### src/rtl/rgb_strip_driver.sv
// Single-wire RGB/RGBW LED chain driver: streams a frame of pixels as PWM-encoded
// bits, MSB first, through a one-entry holding register, then holds the line low to latch.
module rgb_strip_driver #(
    parameter int BITS_PER_LED = 24,
    parameter int CNT_W        = 16,
    parameter int LED_CNT_W    = 10
) (
    input  logic                    clk,
    input  logic                    reset,
    input  logic                    en,
    input  logic                    start,
    input  logic [LED_CNT_W-1:0]    led_count,
    input  logic [CNT_W-1:0]        t_period,
    input  logic [CNT_W-1:0]        t_hi1,
    input  logic [CNT_W-1:0]        t_hi0,
    input  logic [CNT_W-1:0]        t_latch,
    input  logic [BITS_PER_LED-1:0] pix_data,
    input  logic                    pix_valid,
    output logic                    pix_ready,
    output logic                    busy,
    output logic                    done,
    output logic                    underrun,
    output logic                    outpin
);

    localparam int BIT_W = (BITS_PER_LED > 1) ? $clog2(BITS_PER_LED) : 1;
    localparam logic [BIT_W-1:0] LAST_BIT = BIT_W'(BITS_PER_LED - 1);

    typedef enum logic [1:0] {IDLE, WAIT_FIRST, SEND, LATCH} state_t;

    state_t                  state_q, state_d;
    logic [CNT_W-1:0]        period_q, period_d;
    logic [CNT_W-1:0]        hi1_q, hi1_d;
    logic [CNT_W-1:0]        hi0_q, hi0_d;
    logic [CNT_W-1:0]        latch_len_q, latch_len_d;
    logic [CNT_W-1:0]        cnt_q, cnt_d;
    logic [LED_CNT_W-1:0]    led_count_q, led_count_d;
    logic [LED_CNT_W-1:0]    pix_cnt_q, pix_cnt_d;
    logic [LED_CNT_W-1:0]    acc_cnt_q, acc_cnt_d;
    logic [BITS_PER_LED-1:0] hold_q, hold_d;
    logic [BITS_PER_LED-1:0] shift_q, shift_d;
    logic [BIT_W-1:0]        bit_idx_q, bit_idx_d;
    logic                    hold_full_q, hold_full_d;
    logic                    abort_q, abort_d;
    logic                    outpin_q, outpin_d;
    logic                    done_q, done_d;
    logic                    underrun_q, underrun_d;

    logic                    stop_req, bit_end, pix_end, frame_end, drain, accept;
    logic [LED_CNT_W-1:0]    pix_next;

    assign busy      = (state_q != IDLE);
    assign stop_req  = abort_q | ~en;
    assign bit_end   = (state_q == SEND) && (cnt_q == period_q - CNT_W'(1));
    assign pix_end   = bit_end && (bit_idx_q == LAST_BIT);
    assign pix_next  = pix_cnt_q + LED_CNT_W'(1);
    assign frame_end = pix_end && (pix_next == led_count_q);
    assign drain     = hold_full_q &&
                       (((state_q == WAIT_FIRST) && !stop_req) ||
                        (pix_end && !frame_end && !stop_req));

    // Stream handshake: a word transfers on any cycle where pix_valid && pix_ready;
    // pix_ready never depends on pix_valid, and a drain on that cycle frees the slot first.
    assign pix_ready = (~hold_full_q | drain) & busy & (acc_cnt_q < led_count_q) &
                       (state_q != LATCH);
    assign accept    = pix_valid & pix_ready;

    assign done      = done_q;
    assign underrun  = underrun_q;
    assign outpin    = outpin_q;

    always_comb begin
        state_d     = state_q;
        period_d    = period_q;
        hi1_d       = hi1_q;
        hi0_d       = hi0_q;
        latch_len_d = latch_len_q;
        cnt_d       = cnt_q;
        led_count_d = led_count_q;
        pix_cnt_d   = pix_cnt_q;
        acc_cnt_d   = acc_cnt_q;
        hold_d      = hold_q;
        shift_d     = shift_q;
        bit_idx_d   = bit_idx_q;
        hold_full_d = hold_full_q;
        done_d      = 1'b0;
        underrun_d  = 1'b0;
        abort_d     = busy ? (abort_q | ~en) : 1'b0;

        if (drain) begin
            hold_full_d = 1'b0;
        end
        if (accept) begin
            hold_d      = pix_data;
            hold_full_d = 1'b1;
            acc_cnt_d   = acc_cnt_q + LED_CNT_W'(1);
        end

        case (state_q)
            IDLE: begin
                // The cycle done pulses still counts as the tail of the previous frame.
                if (start && en && !done_q) begin
                    period_d    = (t_period < CNT_W'(2)) ? CNT_W'(2) : t_period;
                    hi1_d       = t_hi1;
                    hi0_d       = t_hi0;
                    latch_len_d = (t_latch == '0) ? CNT_W'(1) : t_latch;
                    led_count_d = led_count;
                    pix_cnt_d   = '0;
                    acc_cnt_d   = '0;
                    cnt_d       = '0;
                    bit_idx_d   = '0;
                    hold_full_d = 1'b0;
                    state_d     = (led_count == '0) ? LATCH : WAIT_FIRST;
                end
            end
            WAIT_FIRST: begin
                if (stop_req) begin
                    state_d = LATCH;
                    cnt_d   = '0;
                end else if (hold_full_q) begin
                    shift_d   = hold_q;
                    cnt_d     = '0;
                    bit_idx_d = '0;
                    state_d   = SEND;
                end
            end
            SEND: begin
                if (bit_end) begin
                    cnt_d     = '0;
                    shift_d   = shift_q << 1;
                    bit_idx_d = bit_idx_q + BIT_W'(1);
                    if (pix_end) begin
                        bit_idx_d = '0;
                        pix_cnt_d = pix_next;
                        if (frame_end || stop_req) begin
                            state_d = LATCH;
                        end else if (hold_full_q) begin
                            shift_d = hold_q;
                        end else begin
                            underrun_d = 1'b1;
                            state_d    = LATCH;
                        end
                    end else if (stop_req) begin
                        state_d = LATCH;
                    end
                end else begin
                    cnt_d = cnt_q + CNT_W'(1);
                end
            end
            LATCH: begin
                hold_full_d = 1'b0;
                if (cnt_q == latch_len_q - CNT_W'(1)) begin
                    cnt_d   = '0;
                    done_d  = 1'b1;
                    state_d = IDLE;
                end else begin
                    cnt_d = cnt_q + CNT_W'(1);
                end
            end
            default: state_d = IDLE;
        endcase

        // Level for the counter value being loaded; it shows on outpin for that cycle.
        outpin_d = (state_d == SEND) &&
                   (cnt_d < (shift_d[BITS_PER_LED-1] ? hi1_q : hi0_q));
    end

    always_ff @(posedge clk) begin
        if (reset) begin
            state_q     <= IDLE;
            period_q    <= '0;
            hi1_q       <= '0;
            hi0_q       <= '0;
            latch_len_q <= '0;
            cnt_q       <= '0;
            led_count_q <= '0;
            pix_cnt_q   <= '0;
            acc_cnt_q   <= '0;
            hold_q      <= '0;
            shift_q     <= '0;
            bit_idx_q   <= '0;
            hold_full_q <= 1'b0;
            abort_q     <= 1'b0;
            outpin_q    <= 1'b0;
            done_q      <= 1'b0;
            underrun_q  <= 1'b0;
        end else begin
            state_q     <= state_d;
            period_q    <= period_d;
            hi1_q       <= hi1_d;
            hi0_q       <= hi0_d;
            latch_len_q <= latch_len_d;
            cnt_q       <= cnt_d;
            led_count_q <= led_count_d;
            pix_cnt_q   <= pix_cnt_d;
            acc_cnt_q   <= acc_cnt_d;
            hold_q      <= hold_d;
            shift_q     <= shift_d;
            bit_idx_q   <= bit_idx_d;
            hold_full_q <= hold_full_d;
            abort_q     <= abort_d;
            outpin_q    <= outpin_d;
            done_q      <= done_d;
            underrun_q  <= underrun_d;
        end
    end

endmodule

### config.mk
export PLATFORM = sky130hd
export DESIGN_NAME = rgb_strip_driver
export DESIGN_NICKNAME = d
export VERILOG_FILES = /design/src/rtl/rgb_strip_driver.sv
export SDC_FILE = /design/constraint.sdc
export NUM_CORES = 1
export LEC_CHECK = 0
export CAP_MARGIN = 20
export CORE_MARGIN = 2
export CORE_UTILIZATION = 45
export CTS_CLUSTER_DIAMETER = 60
export DETAILED_ROUTE_END_ITERATION = 12
export DONT_BUFFER_PORTS = 1
export PLACE_DENSITY = 0.65
export SYNTH_ARGS = -nofsm -noshare
export SYNTH_HDL_FRONTEND = slang
export SYNTH_SLANG_ARGS = --single-unit
export TNS_END_PERCENT = 20
### constraint.sdc
create_clock -name clk -period 6.72 [get_ports clk]
set_input_delay 2.016 -clock clk [delete_from_list [all_inputs] [get_ports clk]]
set_output_delay 2.016 -clock clk [all_outputs]
set_load 0.02 [all_outputs]
=== Yosys cells after proc, flatten, opt, wreduce, memory -nomap -nowiden ===
Index checks and enable logic that the tools add are counted.

* Bits in registers: 170
* Latch bits: 0
* RAM bits: 0
* ROM bits: 0
* Input port bits: 103
* Memories kept: 0

* Add/subtract/negate cells: 6
* Multiply operators: 0
* Divide/modulo/power cells: 0
* Order comparisons: 3
* Eq/ne operators: 14
* Shift operators: 0
* Mux-type cells: 46
* Bitwise operators: 13
* Reductions and logical operators: 29

{| class="wikitable"
|+ Operators with widths
! kind !! number
|-
| two-way mux 24 bit || 6
|-
| two-way mux 16 bit || 8
|-
| case mux 16 bit (4 select lines) || 1
|-
| two-way mux 10 bit || 6
|-
| case mux 24 bit (2 select lines) || 1
|-
| == test 16 bit || 2
|-
| subtractor 16 x 1 -> 16 bit, second input constant || 2
|-
| two-way mux 5 bit || 5
|-
| adder 10 x 1 -> 10 bit, second input constant || 2
|-
| two-way mux 2 bit || 10
|-
| case mux 10 bit (2 select lines) || 1
|-
| adder 16 x 1 -> 16 bit, second input constant || 1
|-
| zero test 16 bit || 1
|-
| less-than comparator 16 bit || 1
|-
| less-than comparator 16 x 2 -> 1 bit, second input constant || 1
|-
| case mux 5 bit (3 select lines) || 1
|-
| != test 2 bit, second input constant || 6
|-
| == test 10 bit || 1
|-
| logical AND 1 bit || 10
|-
| zero test 10 bit || 1
|-
| less-than comparator 10 bit || 1
|-
| case mux 2 bit (4 select lines) || 1
|-
| AND reduction 4 bit || 2
|-
| NOT 1 bit || 7
|-
| 17 further kinds || 33
|}

=== Logic depth before layout (Yosys ltp) ===
* Depth in word-level cells: 18
* Depth in mapped cells: 23
* Mapped depth without buffers: 21

=== Least setup slack after synthesis ===
Ideal clock, no wire load.

* Path type: input to register
* From: input en
* To: register outpin_q (netlist: outpin)
* Arrival time: 5.262 ns
* Slack: 1.383 ns
* Stages: 18
* Buffers on the path: 2
* Cells stage by stage: nor2b_1 -> and3_1 -> o21a_1 -> mux2i_1 -> o211ai_1 -> buf_2 -> buf_2 -> mux2i_1 -> ha_1 -> a21o_1 -> a21o_1 -> a21o_1 -> a21o_1 -> a21o_1 -> a21o_1 -> a221oi_1 -> nand4_1 -> a31oi_1

* Cells in the longest elaborated chain, start to end: 10
* Elaborated cells between the ends (all ways): 24
* Those cells by class: order compare (1); eq/ne (1); mux (16); bitwise (2); reduce/logical (4)

{| class="wikitable"
|+ RTL lines
! item !! RTL line !! text
|-
| from (decl) || 10 || <nowiki>input logic en,</nowiki>
|-
| NOT 1 bit || 53 || <nowiki>assign stop_req = abort_q | ~en;</nowiki>
|-
| OR 1 bit || 53 ||
|-
| logical OR 1 bit || 135 || <nowiki>if (frame_end || stop_req) begin</nowiki>
|-
| two-way mux 24 bit || 135 ||
|-
| two-way mux 24 bit || 132 || <nowiki>if (pix_end) begin</nowiki>
|-
| two-way mux 24 bit || 128 || <nowiki>if (bit_end) begin</nowiki>
|-
| case mux 24 bit (2 select lines) || 99 || <nowiki>case (state_q)</nowiki>
|-
| two-way mux 16 bit || 165 || <nowiki>(cnt_d < (shift_d[BITS_PER_LED-1] ? hi1_q : hi0_q));</nowiki>
|-
| less-than comparator 16 bit || 165 ||
|-
| logical AND 1 bit (*) || 164 || <nowiki>outpin_d = (state_d == SEND) &&</nowiki>
|-
| to (signal assigned) || 202 || <nowiki>outpin_q <= outpin_d;</nowiki>
|-
| to (decl) || 45 || <nowiki>logic outpin_q, outpin_d;</nowiki>
|}

Every way passes the cells marked *; elsewhere a longest branch is shown, timed or not. The select of a mux whose other input is x is not followed.
A chain may end at the register's enable or synchronous reset.

=== Worst setup path in the final report ===
* From: register period_q[0]
* To: register outpin_q (netlist: outpin)

* Elaborated cells between the ends (all ways): 20
* Those cells by class: add/sub (1); order compare (1); eq/ne (2); mux (11); reduce/logical (5)

{| class="wikitable"
|+ RTL lines
! item !! RTL line !! text
|-
| from (decl) || 32 || <nowiki>logic [CNT_W-1:0] period_q, period_d;</nowiki>
|-
| from (signal assigned) || 189 || <nowiki>period_q <= period_d;</nowiki>
|-
| subtractor 16 x 1 -> 16 bit || 54 || <nowiki>assign bit_end = (state_q == SEND) && (cnt_q == period_q - CNT_W'(1));</nowiki>
|-
| == test 16 bit || 54 ||
|-
| logical AND 1 bit || 54 ||
|-
| two-way mux 16 bit || 128 ||
|-
| case mux 16 bit (4 select lines) || 99 ||
|-
| net cnt_d[10] || 36 || <nowiki>logic [CNT_W-1:0] cnt_q, cnt_d;</nowiki>
|-
| less-than comparator 16 bit || 165 ||
|-
| logical AND 1 bit || 164 ||
|}

The timed path passes the listed nets, and every way through them passes these cells. The select of a mux whose other input is x is not followed.

==> results.yml <==
synth:
  yosys_warnings: 0
  syn_inst: 1172
  synth_cell_type_count: 74
  postSynth.asyncResetShare_pct: 0
  synth_largest_type_area_fraction_pct: 36.1
  synth_area_leader_cell: "dfxtp_1"
  synth_area_um2: 9420
  syn-mean-instance-area_um2: 8.04
  synth_top_cells_by_area: "dfxtp_1 36%, nand2_1 8.2%, a21oi_1 6.8%"
  synth_top_flop_cell: "dfxtp_1"
  ys_seq_area_share_pct: 36.1
  synth_fp_nets: 1309
  flop_and_latch_count_out_of_synthesis: 170
  synth_enable_flop_cells: 0
power_and_ir_drop:
  internal_cell_power_uw: 1950
  combinational_fraction_of_design_power_pct: 29.6
  leakagePower_uw: 0.00359
  switching_power_uw: 1150
  swShare_pct: 37.1
  vdd_drop_max_uv: 181
  pwr-share-clk_pct: 32.4
  power.density_cell_area_nw_per_um2: 305
  seq_power_share_pct: 38.0
sta:
  hold_violations: 0
  fmax_ghz: 0.177
  skew_ns: 0.0101
  setup_viol: 0
  max_slew.worst_pin.slew_ns: 0.936
  max-slew-margin-rel_pct: 37.5
  final_worst_path_period_share_pct: 84.0
  slew_viol_final: 0
  layout_min_cycle_time_ns: 5.64
  timing.setup.tns_ns: 0
  rsz0062_at_grt: "no"
placed_design:
  count_of_buffers_inserted_at_the_top_level_ports: 0
  hpwl_um: 17600
  finalWeightedCongestion: 0.894
  numPlacedInstances: 1366
grt:
  first_global_vias: 7637
  pin_count_of_the_biggest_net_entering_global_routing: 117
  wire_length_of_the_first_global_routing_pass_um: 39900
  grt_overflow_total: 0
  global_route.usage.total_pct: 22.6
  number_of_antenna_violations_at_the_first_check_in_global_routing: 0
setup_path:
  timing.critical_path.slowest_stage_cell: "nor2_1"
  worst_setup_path_start_kind: "flop"
  crit_top_cell: "a21o_1"
  timing.critical_path.required_ns: 7.09
  critPathBufInv: 1
  crit-reg2reg-capture: "outpin"
  worst_setup_path_class: "flop to flop"
  crit_path_cell_trace: "inv_1 > ha_1 > or3b_1 > or3_1 > xnor2_1 > a211o_1 > nor4_4 > a21oi_2 > nor2_1 > nor4_1 > or3_1 > ha_1 > a21o_1 > a21o_1 > a21o_1 > a21o_1 > a21o_1 > a221oi_1 > nand4_1 > a31oi_1"
  crit_fanout: 16
  worst_path_dominant_cell_family: "simple AND/OR/NAND/NOR gates"
  end_kind: "flop"
  arrival_ns: 6.01
  worst-r2r-setup-slack_ns: 1.08
  cpPeakStageDelay_ns: 0.55
  r2r_start: "period_q[0]"
  rr_worst_depth: 20
clocking:
  clock_latency_ns: 0.44
  ctsHoldBuffers: 0
  cts.reportedPaths.clkPinSlew_ns: 0.07
  cts.htree.levels: 4
  postCtsResizedCells: 0
  cts_max_path_buffers: 2
  ctsRootBufferMaster: "clkbuf_16"
  cts.sink_count: 170
  cts_inserted_buffers: 17
  cts_setup_buffers: 0
  cts_tree: "yes"
hold_path:
  holdPathStages: 2
  hold_path_origin: "hold_q[16]"
  worstHoldEndpoint: "hold_q[16]"
  worst_hold_path_class: "flop to flop"
drt:
  route.detailed.vias_per_inst: 5.96
  route.final.wire_length_um: 24600
  firstDrtPassIters: 5
  post-route-drc-count: 0
  route.antenna.remaining_nets: 0
  violation_count_after_the_first_detailed_routing_iteration: 570
  vias: 8343
  wire_per_inst_um: 17.6
die:
  num_rows: 52
  fp.coreArea_um2: 20400
  initial_core_util_pct: 46.3
  io_pins: 108
  design.die.area_um2: 22100
  die_width_um: 149
  die_y_um: 149
finish:
  area_growth_syn_to_layout_pct: 7.62
  nets: 1254
  antennaDiodeCount: 0
  fin_cells: 1400
  share_of_final_layout_standard_cells_stronger_than_drive_strength_1_pct: 6.37
run_status:
  run_status: "finished, final reports clean"
flow_run:
  max_cap_viols: 0
[power by group through the flow]
| stage | logic, uW | registers, uW | clock network (uW) |
|---|---|---|---|
| floorplan | 726 | 1160 | 0 |
| global placement | 889 | 1200 | 0 |
| detailed placement | 900 | 1200 | 0 |
| CTS | 901 | 1170 | 1030 |
| global route | 1020 | 1190 | 1070 |
| finish | 915 | 1170 | 1000 |
[kinds of logic after synthesis]
kind of cell / after synthesis / synth area share, %
and+or+nand+nor: 451 / 24.3
AOI/OAI and AO/OA: 331 / 23.2
DFF: 170 / 36.1
buffers and inverters: 113 / 4.70
xor gates and xnor gates: 56 / 5.35
adders and majority gates: 34 / 4.51
muxes: 17 / 1.82
[registers in the layout, indices dropped and copies added (netlist names), 2 cells and up]
name and flops:
acc_cnt_q 10, bit_idx_q 5, cnt_q 16, hi0_q 16
hi1_q 16, hold_q 24, latch_len_q 16, led_count_q 10
period_q 16, pix_cnt_q 10, shift_q 24, state_q 2
[per-layer routing]
| layer | track usage [%] | up-vias | part of all wire, % |
|---|---|---|---|
| met5 | 0 | - | 0 |
| met1 | 32.7 | 3922 | 49 |
| li1 | - | 4148 | - |
| met2 | 33.2 | 241 | 43 |
| met3 | 5.31 | 32 | 6.5 |
| met4 | 6.90 | 0 | 1.8 |
[worst max-delay path by stage]
stage          slack, ns        end   startpoint  depth (start not counted)
2_1_floorplan       1.38     outpin           en                         18
3_3_place_gp        1.28     outpin           en                         17
3_5_place_dp        1.14     outpin           en                         17
4_1_cts             1.09  pix_ready  period_q[0]                          9
5_1_grt             0.75     outpin  period_q[0]                         20
6_report            1.08     outpin  period_q[0]                         20
[cell usage after synthesis, drive strengths merged (4+ instances only)]
| cell | count |
|---|---|
| ha | 34 |
| nor4 | 26 |
| a31oi | 15 |
| o2bb2ai | 22 |
| buf | 14 |
| or3 | 17 |
| a22oi | 25 |
| nand4 | 17 |
| a21o | 13 |
| xnor2 | 29 |
| a211oi | 7 |
| a311oi | 5 |
| a221oi | 5 |
| nand2 | 205 |
| and4 | 5 |
| o211a | 5 |
| nand4b | 5 |
| dfxtp | 170 |
| or3b | 5 |
| o2111ai | 4 |
| or4 | 13 |
| and3 | 14 |
| nor2b | 8 |
| nand3 | 35 |
| nor3 | 17 |
| nand2b | 8 |
| mux2i | 16 |
| a22o | 13 |
| o31a | 6 |
| or2 | 11 |
| o21ai | 37 |
| o21a | 5 |
| a21oi | 129 |
| and2 | 14 |
| xor2 | 26 |
| nor2 | 38 |
| o211ai | 5 |
| inv | 28 |
| nor3b | 6 |
| a211o | 6 |
| clkbuf | 70 |
| o31ai | 13 |
| nand3b | 4 |
[through the flow]
step	hold slack (ns)	cell area (um^2)	worst slack [ns]	total power, uW	utilization (%)
global placement	0.437	9500	1.28	2090	46.7
detailed placement	0.441	9500	1.14	2100	46.7
floorplan	0.432	9420	1.38	1890	-
global route	0.470	10100	0.754	3270	49.8
CTS	0.452	10100	1.09	3100	49.6
finish	0.454	10100	1.08	3090	49.8
[cell usage in the layout (no fill, tap or decap), types with 7 or more instances in the layout]
| cell | instances |
|---|---|
| a22oi_1 | 25 |
| nor2b_1 | 8 |
| nor3_1 | 16 |
| mux2i_1 | 16 |
| inv_1 | 28 |
| nand4_1 | 15 |
| a211oi_1 | 7 |
| nand2b_1 | 8 |
| a21oi_1 | 128 |
| o21ai_0 | 36 |
| xor2_1 | 26 |
| nor2_1 | 36 |
| o2bb2ai_1 | 22 |
| a22o_1 | 13 |
| clkbuf_16 | 17 |
| or4_1 | 12 |
| nand2_1 | 205 |
| or2_2 | 10 |
| and2_1 | 14 |
| dfxtp_1 | 170 |
| nor4_1 | 24 |
| a21o_1 | 13 |
| nand3_1 | 35 |
| a31oi_1 | 15 |
| ha_1 | 34 |
| xnor2_1 | 29 |
| and3_1 | 14 |
| or3_1 | 15 |
| o31ai_1 | 12 |
| buf_4 | 8 |
[layout make-up]
| type | count | area [um^2] |
|---|---|---|
| well taps | 270 | 338 |
| clock buffers | 17 | 425 |
| flip-flops and latches | 170 | 3400 |
| clock inverters | 15 | 175 |
| repair buffers | 10 | 98.8 |
| fillers | 1990 | 10200 |
| multi-input cells | 889 | 5590 |
| inverters | 29 | 109 |
[tightest hold or removal path, stage by stage (launching register included)]
cell,delay (ns)
dfxtp_1,0.31
nand2_1,0.05
a21oi_1,0.05
Power figures use the tool's default switching activity.
